**src/rtl/spram_arb2_pkg.sv**
```systemverilog
// Shared encodings for the two-requester spram arbiter: FSM states and the
// polarity of the spram chip-select and direction pins.
package spram_arb2_pkg;

  typedef enum logic [1:0] {
    ST_INIT = 2'd0,
    ST_IDLE = 2'd1,
    ST_ACC  = 2'd2
  } state_t;

  localparam logic CS_ON  = 1'b0;
  localparam logic CS_OFF = 1'b1;
  localparam logic DIR_WR = 1'b1;
  localparam logic DIR_RD = 1'b0;

endpackage

```
**src/rtl/spram_arb2_if.sv**
```systemverilog
// One requester's command/response channel into the spram arbiter.
// The master modport is the datapath client; the slave modport is the arbiter.
interface spram_arb2_if
  import spram_arb2_pkg::*;
#(
  parameter int WD = 8,
  parameter int AW = 4
);

  logic          req;
  logic          wr;
  logic [AW-1:0] addr;
  logic [WD-1:0] wdata;
  logic          gnt;
  logic          rvalid;
  logic [WD-1:0] rdata;

  modport master (output req, wr, addr, wdata, input gnt, rvalid, rdata);
  modport slave  (input req, wr, addr, wdata, output gnt, rvalid, rdata);

endinterface

```
**src/rtl/spram_arb2.sv**
```systemverilog
// Round-robin controller for one external spram: zero-fills the RAM after reset,
// then serialises A/B commands onto the single port with an IDLE/ACC pair per access.
module spram_arb2
  import spram_arb2_pkg::*;
#(
  parameter int WD      = 8,
  parameter int DP      = 16,
  parameter int AW      = $clog2(DP),
  parameter int INIT_EN = 1
) (
  input  logic          clk,
  input  logic          rst_n,
  spram_arb2_if.slave   a,
  spram_arb2_if.slave   b,
  output logic          init_done,
  output logic          ram_cs_n,
  output logic          ram_w_r_n,
  output logic [AW-1:0] ram_addr,
  output logic [WD-1:0] ram_din,
  input  logic [WD-1:0] ram_dout
);

  localparam state_t        RST_STATE = (INIT_EN != 0) ? ST_INIT : ST_IDLE;
  localparam logic          RST_DONE  = (INIT_EN == 0);
  localparam logic [AW-1:0] LAST_ADDR = AW'(DP - 1);

  state_t        state_q, state_d;
  logic          cs_d, wr_d;
  logic [AW-1:0] addr_d;
  logic [WD-1:0] din_d;
  logic          a_gnt_q, a_gnt_d, b_gnt_q, b_gnt_d;
  logic          a_rv_q, a_rv_d, b_rv_q, b_rv_d;
  logic          done_d;
  logic          ptr_b_q, ptr_b_d;
  logic          owner_b_q, owner_b_d;
  logic          any_req, win_b, fill_last;

  assign any_req   = a.req | b.req;
  assign win_b     = b.req & (~a.req | ptr_b_q);
  assign fill_last = (ram_cs_n == CS_ON) && (ram_addr == LAST_ADDR);

  assign a.gnt    = a_gnt_q;
  assign b.gnt    = b_gnt_q;
  assign a.rvalid = a_rv_q;
  assign b.rvalid = b_rv_q;
  assign a.rdata  = ram_dout;
  assign b.rdata  = ram_dout;

  always_ff @(posedge clk or negedge rst_n) begin
    if (!rst_n) begin
      state_q   <= RST_STATE;
      ram_cs_n  <= CS_OFF;
      ram_w_r_n <= DIR_RD;
      ram_addr  <= '0;
      ram_din   <= '0;
      a_gnt_q   <= 1'b0;
      b_gnt_q   <= 1'b0;
      a_rv_q    <= 1'b0;
      b_rv_q    <= 1'b0;
      init_done <= RST_DONE;
      ptr_b_q   <= 1'b0;
      owner_b_q <= 1'b0;
    end else begin
      state_q   <= state_d;
      ram_cs_n  <= cs_d;
      ram_w_r_n <= wr_d;
      ram_addr  <= addr_d;
      ram_din   <= din_d;
      a_gnt_q   <= a_gnt_d;
      b_gnt_q   <= b_gnt_d;
      a_rv_q    <= a_rv_d;
      b_rv_q    <= b_rv_d;
      init_done <= done_d;
      ptr_b_q   <= ptr_b_d;
      owner_b_q <= owner_b_d;
    end
  end

  // ACC always falls back to IDLE so a requester gets a cycle to drop its req.
  always_comb begin
    state_d = state_q;
    unique case (state_q)
      ST_INIT: if (fill_last) state_d = ST_IDLE;
      ST_IDLE: if (any_req) state_d = ST_ACC;
      ST_ACC:  state_d = ST_IDLE;
      default: state_d = RST_STATE;
    endcase
  end

  always_comb begin
    cs_d      = CS_OFF;
    wr_d      = ram_w_r_n;
    addr_d    = ram_addr;
    din_d     = ram_din;
    a_gnt_d   = 1'b0;
    b_gnt_d   = 1'b0;
    a_rv_d    = 1'b0;
    b_rv_d    = 1'b0;
    done_d    = init_done;
    ptr_b_d   = ptr_b_q;
    owner_b_d = owner_b_q;
    unique case (state_q)
      ST_INIT: begin
        // The chip select doubles as "fill started", so the first word is address 0.
        if (fill_last) begin
          done_d = 1'b1;
        end else begin
          cs_d   = CS_ON;
          wr_d   = DIR_WR;
          din_d  = '0;
          addr_d = (ram_cs_n == CS_ON) ? ram_addr + 1'b1 : '0;
        end
      end
      ST_IDLE: begin
        if (any_req) begin
          cs_d      = CS_ON;
          wr_d      = win_b ? b.wr    : a.wr;
          addr_d    = win_b ? b.addr  : a.addr;
          din_d     = win_b ? b.wdata : a.wdata;
          a_gnt_d   = ~win_b;
          b_gnt_d   = win_b;
          owner_b_d = win_b;
          ptr_b_d   = ~win_b;
        end
      end
      ST_ACC: begin
        a_rv_d = ~owner_b_q & (ram_w_r_n == DIR_RD);
        b_rv_d =  owner_b_q & (ram_w_r_n == DIR_RD);
      end
      default: ;
    endcase
  end

endmodule

```
**src/flat_wrapper.sv**
```systemverilog
// flat-port wrapper written by rule: the top's interface ports become plain ports
module spram_arb2_flat import spram_arb2_pkg::*;
#(
  parameter int WD      = 8,
  parameter int DP      = 16,
  parameter int AW      = $clog2(DP),
  parameter int INIT_EN = 1
)
  (clk, rst_n, init_done, ram_cs_n, ram_w_r_n, ram_addr, ram_din, ram_dout, a_req, a_wr, a_addr, a_wdata, a_gnt, a_rvalid, a_rdata, b_req, b_wr, b_addr, b_wdata, b_gnt, b_rvalid, b_rdata);
  spram_arb2_if #(.WD(WD), .AW(AW)) a_i ();
  spram_arb2_if #(.WD(WD), .AW(AW)) b_i ();
  input  logic clk;
  input  logic rst_n;
  output logic init_done;
  output logic ram_cs_n;
  output logic ram_w_r_n;
  output logic [AW-1:0] ram_addr;
  output logic [WD-1:0] ram_din;
  input  logic [WD-1:0] ram_dout;
  input wire logic [$bits(a_i.req)-1:0] a_req;
  input wire logic [$bits(a_i.wr)-1:0] a_wr;
  input wire logic [$bits(a_i.addr)-1:0] a_addr;
  input wire logic [$bits(a_i.wdata)-1:0] a_wdata;
  output wire logic [$bits(a_i.gnt)-1:0] a_gnt;
  output wire logic [$bits(a_i.rvalid)-1:0] a_rvalid;
  output wire logic [$bits(a_i.rdata)-1:0] a_rdata;
  input wire logic [$bits(b_i.req)-1:0] b_req;
  input wire logic [$bits(b_i.wr)-1:0] b_wr;
  input wire logic [$bits(b_i.addr)-1:0] b_addr;
  input wire logic [$bits(b_i.wdata)-1:0] b_wdata;
  output wire logic [$bits(b_i.gnt)-1:0] b_gnt;
  output wire logic [$bits(b_i.rvalid)-1:0] b_rvalid;
  output wire logic [$bits(b_i.rdata)-1:0] b_rdata;
  assign a_i.req = a_req;
  assign a_i.wr = a_wr;
  assign a_i.addr = a_addr;
  assign a_i.wdata = a_wdata;
  assign a_gnt = a_i.gnt;
  assign a_rvalid = a_i.rvalid;
  assign a_rdata = a_i.rdata;
  assign b_i.req = b_req;
  assign b_i.wr = b_wr;
  assign b_i.addr = b_addr;
  assign b_i.wdata = b_wdata;
  assign b_gnt = b_i.gnt;
  assign b_rvalid = b_i.rvalid;
  assign b_rdata = b_i.rdata;
  spram_arb2 #(.WD(WD), .DP(DP), .AW(AW), .INIT_EN(INIT_EN)) u_core (.clk(clk), .rst_n(rst_n), .a(a_i), .b(b_i), .init_done(init_done), .ram_cs_n(ram_cs_n), .ram_w_r_n(ram_w_r_n), .ram_addr(ram_addr), .ram_din(ram_din), .ram_dout(ram_dout));
endmodule
```
**config.mk**
```make
export PLATFORM = sky130hd
export DESIGN_NAME = spram_arb2_flat
export DESIGN_NICKNAME = d
export VERILOG_FILES = /design/src/rtl/spram_arb2_pkg.sv /design/src/rtl/spram_arb2_if.sv /design/src/rtl/spram_arb2.sv /design/src/flat_wrapper.sv
export SDC_FILE = /design/constraint.sdc
export NUM_CORES = 1
export LEC_CHECK = 0
export ABC_AREA = 1
export BUFFER_PORTS_ARGS = -buffer_cell sky130_fd_sc_hd__clkbuf_2
export CAP_MARGIN = 25
export CORE_MARGIN = 3
export CORE_UTILIZATION = 38
export DETAILED_ROUTE_END_ITERATION = 16
export GPL_TIMING_DRIVEN = 0
export HOLD_SLACK_MARGIN = 0.06
export PLACE_DENSITY = 0.69
export SKIP_LAST_GASP = 1
export SYNTH_ARGS = -nofsm -noshare
export SYNTH_HDL_FRONTEND = slang
export SYNTH_SLANG_ARGS = --single-unit
export TNS_END_PERCENT = 100
```
**constraint.sdc**
```tcl
create_clock -name clk -period 1.5 [get_ports clk]
set_input_delay 0.075 -clock clk [delete_from_list [all_inputs] [get_ports clk]]
set_output_delay 0.075 -clock clk [all_outputs]
set_load 0.1 [all_outputs]
```
==> impl_metrics.yaml <==
routing:
  drc: 0
  drtIter0Drc: 48
  vias: 1262
  drt_pre_antenna_iters: 4
  wire_per_inst_microns: 10.46
  drt.antenna.violating_nets: 0
  vias_per_cell: 4.428
  wl_microns: 2980
synth:
  syn_nets: 209
  ys_seq_area_share_pct: 40.87
  syn_inst: 170
  syn-mean-instance-area_sq_um: 8.302
  syn-cell-area_sq_um: 1411
  yosys_warnings: 0
  yosysUniqueCellTypes: 23
  ys_ff_latch: 23
finish:
  mostFrequentLayoutCell: "clkbuf_2"
  layout_common_cells: "clkbuf_2, nand2_1, inv_1, dfrtp_1"
  layout-drive-gt1-share_pct: 50.21
  layout.nets: 279
  final_util_pct: 54.08
  diodes: 0
  area_growth_pct: 32.89
grt:
  grt_overflow_total: 0
  antenna_found_initial: 0
  grt_pass1_wl_microns: 4974
  grt_pass1_vias: 1224
  track_usage_pct: 14.66
  grt_max_degree: 24
floorplan:
  die_x_microns: 66.95
  dieArea_sq_um: 4482
  io_pins: 73
  start_util_pct: 40.69
  die_h_microns: 66.95
  core_area_sq_um: 3468
  fp-row-count: 21
timing:
  whs_ns: 0.06826
  worst_pin_slew_ns: 0.5590
  period_share_pct: 95.20
  hold_viol: 0
  fmax_ghz: 0.7003
  slew_violations: 0
  fin_skew_ns: 0.003082
  max-slew-margin-rel_pct: 62.74
  setup_viol: 0
  period_minus_slack_ns: 1.428
  rsz0062_at_grt: "no"
critical_path:
  crit_type: "reg -> out"
  rr_worst_depth: 9
  crit_path_top_delay_cell: "dfstp_4"
  cp_top_family: "flip-flops"
  path_buf_inv: 1
  required_ns: 1.42
  crit_cells: 1
  critPathMaxFanout: 4
  reg2reg_setup_slack_ns: 0.11
  slowest_delay_ns: 0.64
  path_cells: "clkbuf_2"
  end_kind: "output pin"
  worstPathArrival_ns: 1.35
  crit_path_start_kind: "register"
status:
  status: "finished, final reports clean"
clocking:
  cts_max_level: 1
  cts_setup_buffers: 0
  clock_sinks: 23
  postCtsHoldBufs: 1
  clockRootBuffer: "clkbuf_8"
  clockBufferDepth: 2
  post_cts_resized: 0
  tritoncts: "built"
  worstSkewPairLatency_ns: 0.26
  numCtsBuffers: 3
  cts.clk_slew.worst_paths_ns: 0.08
run:
  max-cap-violations: 0
worst_hold_path:
  hold_path_class: "in -> reg"
  hold_depth: 3
placed_design:
  dp_hpwl_microns: 2409
  io_buffers: 64
  place_congestion: 0.8446
power:
  powerDensity_nw_per_um2: 2238
  leakagePower_nw: 1.113
  ir_drop_uv: 962.5
  p_total_mw: 4.198
-- cells in the mapped netlist (all sizes together) --
cell type	instances	area share (%)
nand2	59	19
inv	27	7.9
dfrtp	22	39
buf	19	10
nand3	18	7.3
nor2	10	4.9
o211ai	8	7.1
o21ai	2	0.71
dfstp	1	1.9
ha	1	0.89
nand4	1	0.44
nor3	1	0.35
o21bai	1	0.53
-- worst paths after layout --
check,startpoint,end
setup reg to reg,u_core.ram_addr[0]$_DFFE_PN0P_,u_core.ram_din[0]$_DFFE_PN0P_
hold / removal,b_wdata[3],u_core.ram_din[3]$_DFFE_PN0P_
setup / recovery,u_core.ram_cs_n$_DFF_PN1_,ram_cs_n
min in group asynchronous,rst_n,u_core.ram_addr[1]$_DFFE_PN0P_
max in group asynchronous,rst_n,u_core.ram_addr[0]$_DFFE_PN0P_
hold reg to reg,u_core.ram_w_r_n$_DFFE_PN0P_,u_core.a.rvalid$_DFF_PN0_
-- cell families after synthesis --
kind of cell	share of synthesized area [%]
and+or+nand+nor	31.56
buffers and inverters	18.35
adders and majority gates	0.8864
AOI/OAI and AO/OA	8.334
DFF	40.87
-- where the power goes --
| part | leakage (nW) | switching, mW | internal, mW |
|---|---|---|---|
| registers | 0.290 | 0.189 | 0.881 |
| logic | 0.800 | 2.18 | 0.576 |
| clock network | 0.0228 | 0.185 | 0.189 |
| total | 1.11 | 2.55 | 1.65 |
-- sequential cells by signal (all words and copies together) (netlist names) --
| signal | flops |
|---|---|
| u_core.ram_w_r_n | 1 |
| u_core.a.gnt | 1 |
| u_core.init_done | 1 |
| u_core.a.rvalid | 1 |
| u_core.owner_b_q | 1 |
| u_core.ram_cs_n | 1 |
| u_core.ram_addr | 4 |
| u_core.state_q | 2 |
| u_core.ptr_b_q | 1 |
| u_core.ram_din | 8 |
| u_core.b.rvalid | 1 |
| u_core.b.gnt | 1 |
-- metrics by stage --
stage / TNS, ns / setup slack, ns / cell area, sq um / instances
2_1_floorplan: -0.04472 / -0.005590 / 1443 / 170
3_3_place_gp: 0 / 0.1214 / 1821 / 280
3_5_place_dp: 0 / 0.09252 / 1821 / 280
4_1_cts: 0 / 0.06347 / 1876 / 285
5_1_grt: 0 / 0.02435 / 1876 / 285
6_report: 0 / 0.07195 / 1876 / 285
-- layout make-up --
| class | instances | area (sq um) |
|---|---|---|
| fillers | 366 | 1593 |
| multi-input cells | 101 | 590.6 |
| well taps | 46 | 57.56 |
| clock buffers | 4 | 45.04 |
| flip-flops and latches | 23 | 590.6 |
| inverters | 27 | 113.9 |
| repair buffers | 65 | 330.3 |
| plain buffers | 19 | 147.6 |
-- layer usage --
metal / track usage, % / vias up / part of all wire, %
met5: 0 / - / 0
met4: 3.038 / 0 / 0.44
met3: 4.384 / 2 / 7.5
met2: 26.98 / 47 / 51
met1: 16.51 / 567 / 41
li1: - / 646 / -
Note: power is estimated with default switching activity, not from simulation.
